==> config.mk <==
export PLATFORM = sky130hd
export DESIGN_NAME = spi_flash_reader
export DESIGN_NICKNAME = d
export VERILOG_FILES = /design/src/rtl/spi_flash_reader_pkg.sv /design/src/rtl/spi_flash_reader_sck.sv /design/src/rtl/spi_flash_reader.sv
export SDC_FILE = /design/constraint.sdc
export NUM_CORES = 1
export LEC_CHECK = 0
export ABC_CLOCK_PERIOD_IN_PS = 3000
export BUFFER_PORTS_ARGS = -buffer_cell sky130_fd_sc_hd__buf_2
export CAP_MARGIN = 15
export CORE_MARGIN = 4
export CORE_UTILIZATION = 50
export CTS_BUF_LIST = sky130_fd_sc_hd__clkbuf_4
export CTS_CLUSTER_DIAMETER = 100
export CTS_CLUSTER_SIZE = 14
export DETAILED_ROUTE_END_ITERATION = 10
export PLACE_DENSITY = 0.71
export SETUP_SLACK_MARGIN = 0.05
export SLEW_MARGIN = 20
export SYNTH_ARGS = -nofsm -noshare
export SYNTH_HDL_FRONTEND = slang
export SYNTH_HIERARCHICAL = 1
export SYNTH_SLANG_ARGS = --single-unit
==> constraint.sdc <==
create_clock -name clk -period 3 [get_ports clk]
set_input_delay 0.6 -clock clk [delete_from_list [all_inputs] [get_ports clk]]
set_output_delay 0.6 -clock clk [all_outputs]
set_load 0.01 [all_outputs]
==> src/rtl/spi_flash_reader_pkg.sv <==
// Shared types and constants for the SPI flash read engine.
package spi_flash_reader_pkg;

   typedef enum logic [2:0] {
      ST_IDLE,
      ST_CMD,
      ST_ADDR,
      ST_DUMMY,
      ST_DATA,
      ST_GAP
   } state_t;

   localparam logic [7:0] CMD_READ      = 8'h03;
   localparam logic [7:0] CMD_FAST_READ = 8'h0B;

   localparam int unsigned CMD_BITS   = 8;
   localparam int unsigned ADDR_BITS  = 24;
   localparam int unsigned DUMMY_BITS = 8;
   localparam int unsigned DATA_BITS  = 32;

   // Flash returns bytes MSB-first in arrival order; the response word is little-endian.
   function automatic logic [31:0] bytes_le(input logic [31:0] w);
      return {w[7:0], w[15:8], w[23:16], w[31:24]};
   endfunction

endpackage

==> src/rtl/spi_flash_reader_sck.sv <==
// SCK divider: CLK_DIV system clocks per half-period, with first-high and last-high strobes.
module spi_sck_gen #(
   parameter int unsigned CLK_DIV = 2
) (
   input  logic clk,
   input  logic rst,
   input  logic en,
   output logic sck,
   output logic rise,
   output logic fall
);

   logic [7:0] cnt;
   logic       last;

   assign last = (cnt == 8'(CLK_DIV - 1));

   always_ff @(posedge clk) begin
      if (rst || !en) begin
         cnt <= '0;
         sck <= 1'b0;
      end else if (last) begin
         cnt <= '0;
         sck <= ~sck;
      end else begin
         cnt <= cnt + 8'd1;
      end
   end

   // rise marks the first high cycle (sample point), fall the last high cycle (end of bit)
   assign rise = en && sck && (cnt == '0);
   assign fall = en && sck && last;

endmodule

==> src/rtl/spi_flash_reader.sv <==
// Single-word SPI flash reader (mode 0). Define SPI_FLASH_FAST_READ_EN for 0x0B fast read with 8 dummy clocks.
module spi_flash_reader
   import spi_flash_reader_pkg::*;
#(
   parameter int unsigned CLK_DIV = 2
) (
   input  logic        clk,
   input  logic        rst,
   input  logic        req_valid,
   output logic        req_ready,
   input  logic [23:0] req_addr,
   output logic        resp_valid,
   output logic [31:0] resp_data,
   output logic        spi_csb,
   output logic        spi_sck,
   output logic        spi_mosi,
   input  logic        spi_miso
);

`ifdef SPI_FLASH_FAST_READ_EN
   localparam logic [7:0] CMD = CMD_FAST_READ;
`else
   localparam logic [7:0] CMD = CMD_READ;
`endif

   state_t      state, state_n;
   logic [7:0]  bit_cnt, bit_cnt_n;
   logic [31:0] tx, tx_n;
   logic [31:0] rx, rx_n;
   logic [31:0] resp_data_n;
   logic        resp_valid_n;
   logic        shifting, sck_rise, sck_fall;

   assign shifting  = (state == ST_CMD) || (state == ST_ADDR) ||
                      (state == ST_DUMMY) || (state == ST_DATA);
   assign req_ready = (state == ST_IDLE);
   assign spi_csb   = !shifting;
   assign spi_mosi  = ((state == ST_CMD) || (state == ST_ADDR)) ? tx[31] : 1'b0;

   spi_sck_gen #(.CLK_DIV(CLK_DIV)) u_sck (
      .clk  (clk),
      .rst  (rst),
      .en   (shifting),
      .sck  (spi_sck),
      .rise (sck_rise),
      .fall (sck_fall)
   );

   always_ff @(posedge clk) begin
      if (rst) begin
         state      <= ST_IDLE;
         bit_cnt    <= '0;
         tx         <= '0;
         rx         <= '0;
         resp_data  <= '0;
         resp_valid <= 1'b0;
      end else begin
         state      <= state_n;
         bit_cnt    <= bit_cnt_n;
         tx         <= tx_n;
         rx         <= rx_n;
         resp_data  <= resp_data_n;
         resp_valid <= resp_valid_n;
      end
   end

   always_comb begin
      state_n      = state;
      bit_cnt_n    = bit_cnt;
      tx_n         = tx;
      rx_n         = rx;
      resp_data_n  = resp_data;
      resp_valid_n = 1'b0;

      if (state == ST_DATA && sck_rise)
         rx_n = {rx[30:0], spi_miso};
      if (shifting && sck_fall) begin
         tx_n      = {tx[30:0], 1'b0};
         bit_cnt_n = bit_cnt + 8'd1;
      end

      case (state)
         ST_IDLE: begin
            if (req_valid) begin
               state_n   = ST_CMD;
               tx_n      = {CMD, req_addr};
               bit_cnt_n = '0;
            end
         end
         ST_CMD: begin
            if (sck_fall && bit_cnt == 8'(CMD_BITS - 1)) begin
               state_n   = ST_ADDR;
               bit_cnt_n = '0;
            end
         end
         ST_ADDR: begin
            if (sck_fall && bit_cnt == 8'(ADDR_BITS - 1)) begin
`ifdef SPI_FLASH_FAST_READ_EN
               state_n   = ST_DUMMY;
`else
               state_n   = ST_DATA;
`endif
               bit_cnt_n = '0;
            end
         end
`ifdef SPI_FLASH_FAST_READ_EN
         ST_DUMMY: begin
            if (sck_fall && bit_cnt == 8'(DUMMY_BITS - 1)) begin
               state_n   = ST_DATA;
               bit_cnt_n = '0;
            end
         end
`endif
         ST_DATA: begin
            // with CLK_DIV=1 the last sample and the end of bit share a cycle, hence rx_n
            if (sck_fall && bit_cnt == 8'(DATA_BITS - 1)) begin
               state_n      = ST_GAP;
               bit_cnt_n    = '0;
               resp_valid_n = 1'b1;
               resp_data_n  = bytes_le(rx_n);
            end
         end
         ST_GAP: begin
            if (bit_cnt == 8'(CLK_DIV - 1)) begin
               state_n   = ST_IDLE;
               bit_cnt_n = '0;
            end else begin
               bit_cnt_n = bit_cnt + 8'd1;
            end
         end
         default: begin
            state_n   = ST_IDLE;
            bit_cnt_n = '0;
         end
      endcase
   end

endmodule

==> results.md <==
- Status: finished, final reports clean
- Commonest cells in the netlist: dfxtp_1, nor2_1, nand2_1
- Kind of cell adding the most delay to the critical path: simple AND/OR/NAND/NOR gates
- Setup Buffers After CTS: 0
- Endpoint class of the critical path: flip-flop
- Antenna-violating nets left: 0
- Final clock skew: 0.0163 ns
- Port Buffers: 64
- Row count: 35
- Type of element launching the critical path: flip-flop
- DR DRC count: 0
- Clock buffer depth: 2
- Root buffer cell: clkbuf_4
- Reg2reg start: state[0]
- Iteration-0 DRC Markers: 116
- Lkg Pwr: 1.95 nW
- Antenna violations before repair: 0
- Hold Crit Depth: 3
- Syn Nets: 548
- WL met3: 453 µm
- CTS Sinks: 117
- Worst setup path category: flip-flop to flip-flop
- Synth area leaders: dfxtp_1, nor2_1, a211oi_2
- Worst min path class: input port to flip-flop
- Met1 wire length: 4230 µm
- Post-synth EDFFs: 0
- Reg2Reg Setup Slack: 0.30 ns
- Starting density of the core: 0.517
- Hold EP: tx[11]
- DR top layer: met4
- Largest net degree at the start of global routing: 65
- Crit-path max cell delay: 0.58 ns
- #FFs+latches synth: 117
- Io pins: 65
- Async SR Flop Fraction: 0
- Final setup margin: 0.299 ns
- Dpl ws: 0.402 ns
- RSZ-0062 raised after global routing: no
- HPWL after DPL: 6000 µm
- Slew @ Worst Pin: 0.894 ns
- Synth unique cells: 44
- PD cells: 607 nW/µm²
- Most frequent CP cell: and3_1
- Vias in the first global route: 3516
- Layout cells sized above 1: 0.241
- Met2 WL: 4240 µm
- Setup TNS: 0 ns
- Clk slew on worst S/H paths: 0.11 ns
- Clock latency on the worst-skew pair: 0.48 ns
- Total of max-cap violations: 0
- Slew Viols, Final: 0
- Critical-path cell with the highest stage delay: dfxtp_1
- Top cell type's share of synthesized area: 0.488
- WP data required: 3.36 ns
- Worst slack on hold paths: 0.388 ns
- Final Total Pwr: 3.29 mW
- Synth area leader: dfxtp_1
- H-tree Lvls: 4
- DR vias/cell: 5.36
- Hold_buf cts: 0
- Final net count: 602
- Crit path arrival time: 3.06 ns
- Worst vdd ir: 0.000317 V
- YS warnings: 6
- Post-synthesis sequential area ratio: 0.488
- Core area: 9280 µm²
- Critical path, cell by cell: nor2_1 > xnor2_1 > and3_1 > and3_1 > and4b_1 > o31ai_1 > a21oi_2 > nand2_2 > a221oi_1 > a211oi_1
- Ant diodes: 0
- Chip Width: 106 µm
- Final period util: 0.900
- Area of the die: 11200 µm²
- Final hold vios: 0
- Crit path max fanout: 11
- Overflow after GRT: 0
- Num CTS Buffers: 17
- Final wirelength: 9040 µm
- Fin crit period: 2.70 ns
- Post-Syn Area: 4800 µm²
- Placer congestion estimate: 0.789
- First-pass DRT Iterations: 4
- HP Start: req_addr[11]
- Worst R2R Path Depth: 10
- First-pass GRT wire length: 15400 µm
- Die H: 106 µm
- Area Overhead vs Synth: 12.8%
- Fillers: 870
- Synth Instances: 515
- Post-Route Utilization: 0.583
- Final setup violation count: 0
- Slew headroom: 0.403
- FMAX: 0.370 GHz
- Routed len/inst: 12.7 µm
- Post-CTS sizing: 0
- Ys flop type: dfxtp_1
- GRT Util Overall: 0.165
- Syn avg cell area: 9.32 µm²
- Vias: 3811
- CTS tree: built
- Most common cell in the netlist: dfxtp_1
- Crit Reg-Reg Endpoint: bit_cnt[0]
- Buf/Inv on CP: 0
cell usage in the layout, fill, tap and decap left out, types with 3 or more instances in the layout:
master      instances
a211oi_1            7
a211oi_2           28
a21oi_1            18
a311oi_1           27
a31oi_1             3
and3_1              5
buf_2              63
buf_4               6
clkbuf_4           18
clkinv_2            4
clkinvlp_4          6
dfxtp_1           117
ha_1                5
inv_1               8
mux2i_1            33
nand2_1            71
nand2b_1            5
nand3_1             9
nand4_1             3
nor2_1            100
o21ai_0             5
or3_1               3
xnor2_1             3
state kept, by name (all words and copies together) (netlist names):
signal	count
resp_data	32
rx	32
tx	32
bit_cnt	8
u_sck/cnt	8
state	3
resp_valid	1
u_sck/sck	1
metal layers:
| layer | up-vias | GRT usage |
|---|---|---|
| li1 | 1919 | - |
| met1 | 1799 | 0.200 |
| met2 | 79 | 0.278 |
| met3 | 14 | 0.0559 |
| met4 | 0 | 0.0500 |
| met5 | - | 0 |
metrics by stage:
step           instance area, µm²  std cells
4_1_cts                      5410        711
2_1_floorplan                4800        515
6_report                     5410        711
3_5_place_dp                 5170        679
5_1_grt                      5410        711
3_3_place_gp                 5170        679
report_power, final:
part | switching (mW) | internal [mW]
Clock | 0.592 | 0.409
Sequential | 0.0877 | 1.66
Combinational | 0.341 | 0.200
Total | 1.02 | 2.27
worst max path at each step:
| stage | end | startpoint | cells past startpoint | slack, ns |
|---|---|---|---|---|
| final | bit_cnt[0] | state[0] | 10 | 0.30 |
| after global routing | bit_cnt[0] | state[0] | 10 | 0.06 |
| after CTS | bit_cnt[0] | state[0] | 10 | 0.37 |
| after detailed placement | bit_cnt[0] | state[0] | 10 | 0.40 |
| after global placement | bit_cnt[0] | state[0] | 10 | 0.52 |
| after floorplan | bit_cnt[0] | state[2] | 10 | 0.89 |
worst min-delay path, stage by stage:
cell	delay [ns]
buf_2	0.09
nor2_1	0.09
a311oi_1	0.05
logic make-up (layout without fill, tap and decap cells):
| kind of cell | after synthesis | in the layout | synth area share |
|---|---|---|---|
| AND/OR/NAND/NOR | 212 | 212 | 0.194 |
| flip-flops | 117 | 117 | 0.488 |
| AO/OA/AOI/OAI | 99 | 99 | 0.180 |
| buffers and inverters | 44 | 111 | 0.0467 |
| multiplexers | 33 | 33 | 0.0688 |
| adder cells (fa/ha/maj) | 5 | 5 | 0.0130 |
| XOR/XNOR | 5 | 5 | 0.00913 |
area by class of cell:
| type | instances | area (µm²) | share of cell area |
|---|---|---|---|
| multi-input combinational | 354 | 2230 | 0.413 |
| tap | 129 | 161 | 0.0298 |
| timing repair buffer | 71 | 400 | 0.0740 |
| clock inverter | 14 | 111 | 0.0206 |
| sequential | 117 | 2340 | 0.433 |
| clock buffer | 18 | 135 | 0.0250 |
| inverter | 8 | 30.0 | 0.00555 |
Power figures use the tool's default switching activity.
